[config.mk]
export PLATFORM = sky130hd
export DESIGN_NAME = wbm_rr_arbiter
export DESIGN_NICKNAME = d
export VERILOG_FILES = /design/src/rtl/wbm_rr_arbiter.sv
export SDC_FILE = /design/constraint.sdc
export NUM_CORES = 1
export LEC_CHECK = 0
export CORE_ASPECT_RATIO = 1.2
export CORE_MARGIN = 5
export CORE_UTILIZATION = 40
export DETAILED_ROUTE_END_ITERATION = 16
export PLACE_DENSITY = 0.81
export SLEW_MARGIN = 20
export SYNTH_ARGS = -nofsm -noshare
export SYNTH_HDL_FRONTEND = slang
export SYNTH_SLANG_ARGS = --single-unit
[constraint.sdc]
create_clock -name clk -period 2.4 [get_ports clk]
set_input_delay 0.36 -clock clk [delete_from_list [all_inputs] [get_ports clk]]
set_output_delay 0.36 -clock clk [all_outputs]
set_load 0.05 [all_outputs]
[src/rtl/wbm_rr_arbiter.sv]
// rtl/wbm_rr_arbiter.sv - round-robin Wishbone classic arbiter with per-transaction watchdog
module wbm_rr_arbiter #(
    parameter int          NUM_MASTERS = 3,
    parameter logic [19:0] TIMEOUT     = 20'd1023,
    parameter logic [15:0] ERR_DATA    = 16'hDEAD
) (
    input  logic                       clk,
    input  logic                       reset,
    input  logic [NUM_MASTERS-1:0]     m_cyc,
    input  logic [NUM_MASTERS-1:0]     m_stb,
    input  logic [NUM_MASTERS-1:0]     m_we,
    input  logic [16*NUM_MASTERS-1:0]  m_adr,
    input  logic [16*NUM_MASTERS-1:0]  m_dat_i,
    output logic [15:0]                m_dat_o,
    output logic [NUM_MASTERS-1:0]     m_ack,
    output logic [NUM_MASTERS-1:0]     m_err,
    output logic                       s_cyc,
    output logic                       s_stb,
    output logic                       s_we,
    output logic [15:0]                s_adr,
    output logic [15:0]                s_dat_o,
    input  logic [15:0]                s_dat_i,
    input  logic                       s_ack,
    output logic [NUM_MASTERS-1:0]     grant,
    output logic [15:0]                timeout_cnt
);

    localparam int IDX_W = (NUM_MASTERS > 2) ? 2 : 1;

    typedef enum logic [1:0] {IDLE, ACTIVE, DONE} state_t;

    state_t                  state;
    state_t                  state_next;
    logic [IDX_W-1:0]        last_grant;
    logic [IDX_W-1:0]        win_idx;
    logic                    any_req;
    logic                    win_we;
    logic [15:0]             win_adr;
    logic [15:0]             win_dat;
    logic [NUM_MASTERS-1:0]  req;
    logic [NUM_MASTERS-1:0]  win_onehot;
    logic [NUM_MASTERS-1:0]  own_onehot;
    logic [19:0]             wdog;
    logic                    own_cyc;
    logic                    ack_evt;
    logic                    to_evt;
    logic                    abort_evt;

    assign req        = m_cyc & m_stb;
    assign win_onehot = NUM_MASTERS'(1) << win_idx;
    // last_grant doubles as the index of the current owner while ACTIVE/DONE
    assign own_onehot = NUM_MASTERS'(1) << last_grant;
    assign own_cyc    = |(m_cyc & own_onehot);
    // Slave ack beats the watchdog; abort only counts when neither fired
    assign ack_evt    = s_ack;
    assign to_evt     = !s_ack && (wdog == TIMEOUT - 20'd1);
    assign abort_evt  = !s_ack && !to_evt && !own_cyc;

    // Round-robin pick: first requester above last_grant, else wrap to the lowest one
    always_comb begin
        win_idx = '0;
        any_req = 1'b0;
        for (int i = 0; i < NUM_MASTERS; i++) begin
            if (!any_req && req[i] && (IDX_W'(i) > last_grant)) begin
                any_req = 1'b1;
                win_idx = IDX_W'(i);
            end
        end
        for (int i = 0; i < NUM_MASTERS; i++) begin
            if (!any_req && req[i]) begin
                any_req = 1'b1;
                win_idx = IDX_W'(i);
            end
        end
    end

    // Select the winning master's command fields
    always_comb begin
        win_we  = 1'b0;
        win_adr = '0;
        win_dat = '0;
        for (int i = 0; i < NUM_MASTERS; i++) begin
            if (win_idx == IDX_W'(i)) begin
                win_we  = m_we[i];
                win_adr = m_adr[16*i +: 16];
                win_dat = m_dat_i[16*i +: 16];
            end
        end
    end

    // Next-state decision
    always_comb begin
        state_next = state;
        case (state)
            IDLE:    if (any_req) state_next = ACTIVE;
            ACTIVE: begin
                if (ack_evt || to_evt) state_next = DONE;
                else if (abort_evt)    state_next = IDLE;
            end
            DONE:    state_next = IDLE;
            default: state_next = IDLE;
        endcase
    end

    // State register
    always_ff @(posedge clk or negedge reset) begin
        if (!reset) state <= IDLE;
        else        state <= state_next;
    end

    // Grant, slave-side command, watchdog and master response registers
    always_ff @(posedge clk or negedge reset) begin
        if (!reset) begin
            last_grant  <= IDX_W'(NUM_MASTERS - 1);
            grant       <= '0;
            s_cyc       <= 1'b0;
            s_stb       <= 1'b0;
            s_we        <= 1'b0;
            s_adr       <= '0;
            s_dat_o     <= '0;
            m_dat_o     <= '0;
            m_ack       <= '0;
            m_err       <= '0;
            wdog        <= '0;
            timeout_cnt <= '0;
        end else begin
            m_ack <= '0;
            m_err <= '0;
            case (state)
                IDLE: begin
                    wdog <= '0;
                    if (any_req) begin
                        grant      <= win_onehot;
                        last_grant <= win_idx;
                        s_cyc      <= 1'b1;
                        s_stb      <= 1'b1;
                        s_we       <= win_we;
                        s_adr      <= win_adr;
                        s_dat_o    <= win_dat;
                    end
                end
                ACTIVE: begin
                    wdog <= wdog + 20'd1;
                    if (ack_evt) begin
                        m_dat_o <= s_dat_i;
                        m_ack   <= own_onehot;
                        s_cyc   <= 1'b0;
                        s_stb   <= 1'b0;
                    end else if (to_evt) begin
                        m_dat_o <= ERR_DATA;
                        m_ack   <= own_onehot;
                        m_err   <= own_onehot;
                        s_cyc   <= 1'b0;
                        s_stb   <= 1'b0;
                        if (timeout_cnt != 16'hFFFF) timeout_cnt <= timeout_cnt + 16'd1;
                    end else if (abort_evt) begin
                        s_cyc <= 1'b0;
                        s_stb <= 1'b0;
                        grant <= '0;
                    end
                end
                DONE: begin
                    grant <= '0;
                    wdog  <= '0;
                end
                default: begin
                    grant <= '0;
                    s_cyc <= 1'b0;
                    s_stb <= 1'b0;
                end
            endcase
        end
    end

endmodule
==> metrics.md <==
| Metric | Value |
|---|---|
| First-pass GRT wire length | 22,400 um |
| Slew Viols, Final | 0 |
| Average cell area after synthesis | 10.2 um^2 |
| Clock Sinks | 99 |
| Critical path's largest stage delay | 0.56 ns |
| Row Count | 43 |
| Flops & latches, synth | 99 |
| WP data arrival | between 2 and 2.5 ns |
| Die Y | 128 um |
| CTS buffer count | 9 |
| Net count after synthesis | slightly below 600 |
| Worst EP required | around 2.6 ns |
| Vias in the first global route | 4,628 |
| Post-synth EDFFs | 0 |
| Placed Area | 6880 um^2 |
| Drt drc | 0 |
| P per Cell Area | around 1100 nW/um^2 |
| CP max-delay cell | or4b_4 |
| Ports | 200 |
| Most frequent cells in the layout | clkdlybuf4s50_1, dfrtp_1, o21ai_0 |
| Initial DRC Count | 130 |
| Sum of routed wire segments on met1 | 5090 um |
| Crit path cell chain | nor4_1, nand3_2, or4b_4, nor3_4, nand4_1, xnor2_1 |
| Library cells used by synthesis | between 50 and 60 |
| Minimum clock period | 2.23 ns |
| Core area | 11,500 um^2 |
| Worst-path maximum fanout | 7 |
| Worst-margin pin slew | 0.725 ns |
| Setup CP Type | flop to flop |
| WL per Instance | approximately 17 um |
| ANT nets after route | 0 |
| Die X | between 100 and 150 um |
| Most common cell after layout, fill and taps aside | clkdlybuf4s50_1 |
| Drt first pass iters | 4 |
| RSZ-0062 raised after global routing | no |
| Crit path capture type | flop |
| Initial antenna violation count | 0 |
| Layout cells sized above 1 | under 10% |
| FMAX | 0.448 GHz |
| Highest metal used | met4 |
| Slew margin rel. | 51.5% |
| Worst-Skew Late Latency | 0.34 ns |
| Final Hold Viols | 0 |
| Synth warnings | 0 |
| CTS H-tree lvls | 3 |
| Peak supply drop | 0.591 mV |
| Setup Skew | between 0.01 and 0.015 ns |
| Area delta synth->final | 54.6% |
| Status | finished clean |
| # nets final | just under 800 |
| P_leak | 2.97 nW |
| Initial core utilization | 40.6% |
| Global-route usage over all layers | 20.6% |
| TritonCTS clock tree | done |
| Power Total | roughly 8 mW |
| Final RePlAce weighted congestion | 0.817 |
| Port buffer count | 199 |
| Clock Path Buffers | 2 |
| Met2 wire length | around 7600 um |
| Antenna cells | 0 |
| Post-Syn Area | 4650 um^2 |
| Final setup fails | 0 |
| Aggregate negative setup slack | 0 ns |
| Setup ws final | around 0.17 ns |
| Syn Inst Count | about 450 |
| Total congestion overflow | 0 |
| Place WS | 0.0162 ns |
| Clock Tree Root | clkbuf_16 |
| Design area | approximately 7200 um^2 |
| WL met3 | 970 um |
| Vias | 4,327 |
| Vias per cell | 5.30 |
| Post-route insts no fill | 817 |
| Asr flop ratio synth | 100% |
| Final period utilization | 93.0% |
| Max_cap viols | 0 |
| Hold WC Path Type | flop to flop |
| Die ar. | about 14,000 um^2 |
| Ys flop type | dfrtp_1 |
| Clock Pin Slew Worst Setup and Hold Paths | 0.07 ns |
| Final HPWL DP | approximately 11,000 um |
| Seq/Total Area, Yosys | roughly 53% |
| Post-Place Cells | around 800 |
| Pin count of the biggest net entering global routing | 46 |
| Total Wirelength | 14,000 um |
| Startpoint Class | flop |
-- cells in the mapped netlist, types with 2 or more instances --
| master | n | share of area [%] |
|---|---|---|
| dfrtp_1 | 98 | 53 |
| o21ai_0 | 59 | 6.4 |
| nand2_1 | 57 | 4.6 |
| a221oi_1 | 32 | 6.0 |
| xnor2_1 | 26 | 4.9 |
| clkbuf_1 | 24 | 1.9 |
| and2_1 | 23 | 3.1 |
| nor2_1 | 16 | 1.3 |
| nand3_1 | 15 | 1.6 |
| o22a_1 | 11 | 2.1 |
| o21ai_1 | 10 | 1.1 |
| a22o_1 | 7 | 1.3 |
| nand4_1 | 7 | 0.94 |
| xor2_1 | 7 | 1.3 |
| inv_1 | 6 | 0.48 |
| nor3_1 | 6 | 0.65 |
| nor4_1 | 4 | 0.54 |
| a21o_1 | 3 | 0.48 |
| and3_1 | 3 | 0.40 |
| ha_1 | 3 | 0.81 |
| nand2b_1 | 3 | 0.40 |
| a21oi_1 | 2 | 0.22 |
| and4_1 | 2 | 0.38 |
| or2_2 | 2 | 0.27 |
-- state kept, by name (all words and copies together) (netlist names), 2 cells and up --
name / count
state: 2
timeout_cnt: 16
grant: 3
m_ack: 3
m_err: 3
last_grant: 2
s_dat_o: 16
wdog: 20
m_dat_o: 16
s_adr: 16
-- layer usage --
| layer | global-route usage [%] | vias to the layer above |
|---|---|---|
| met2 | 37.3 | 170 |
| li1 | - | 2035 |
| met4 | 8.77 | 0 |
| met1 | 22.5 | 2095 |
| met5 | 0 | - |
| met3 | 5.44 | 27 |
-- cell type report --
class / instances / area, um^2
Tap cell: 157 / 196
Inverter: 6 / 22.5
Multi-Input combinational cell: 322 / 2060
Clock buffer: 12 / 246
Sequential cell: 99 / 2480
Fill cell: 945 / 4280
Clock inverter: 4 / 27.5
Timing Repair Buffer: 217 / 2150
-- metrics by stage --
stage	utilization, %	hold slack, ns
after floorplan	-	0.0644
after global placement	60.0	0.327
after detailed placement	60.1	0.334
after CTS	62.6	0.489
after global routing	62.7	0.499
final	62.7	0.482
-- power by group --
group / leakage, nW / switching [mW] / total (mW) / internal, mW
Combinational: 1.57 / 2.62 / 4.07 / 1.45
Sequential: 1.27 / 0.298 / 2.46 / 2.16
Clock: 0.125 / 0.603 / 1.33 / 0.730
Total: 2.97 / 3.52 / 7.86 / 4.34
-- worst paths after layout --
kind	cells after the start	from	slack (ns)	to
worst max-delay path	6	wdog[12]	0.17	timeout_cnt[11]
worst min-delay path	2	s_dat_o[14]	0.48	s_dat_o[14]
worst max register to register	6	wdog[12]	0.17	timeout_cnt[11]
worst min register to register	2	s_dat_o[14]	0.48	s_dat_o[14]
max in group asynchronous	3	reset	1.22	timeout_cnt[12]
min in group asynchronous	2	reset	0.52	timeout_cnt[0]
-- repair_timing --
action	CTS	global route
resized for setup	0	1
endpoints found under the setup margin	0	20
buffers inserted	0	1
hold endpoints to repair	28	0
hold buffers	1	0
-- cells by family (layout without fill, tap and decap cells) --
group | Yosys count | after routing | synth area share, %
buffers and inverters | 33 | 239 | 2.93
flip-flops | 99 | 99 | 53.3
AND/OR/NAND/NOR | 153 | 153 | 17.4
AO/OA/AOI/OAI | 131 | 131 | 18.8
multiplexers | 2 | 2 | 0.458
adder cells (fa/ha/maj) | 3 | 3 | 0.808
XOR/XNOR | 33 | 33 | 6.22
-- worst max-delay path: cells and delay by family, from the launching register on --
family / cells / cell delay (ns)
flops: 1 / 0.43
simple gates: 5 / 1.53
xor+xnor: 1 / 0.16
Note: power is estimated with default switching activity, not from simulation.
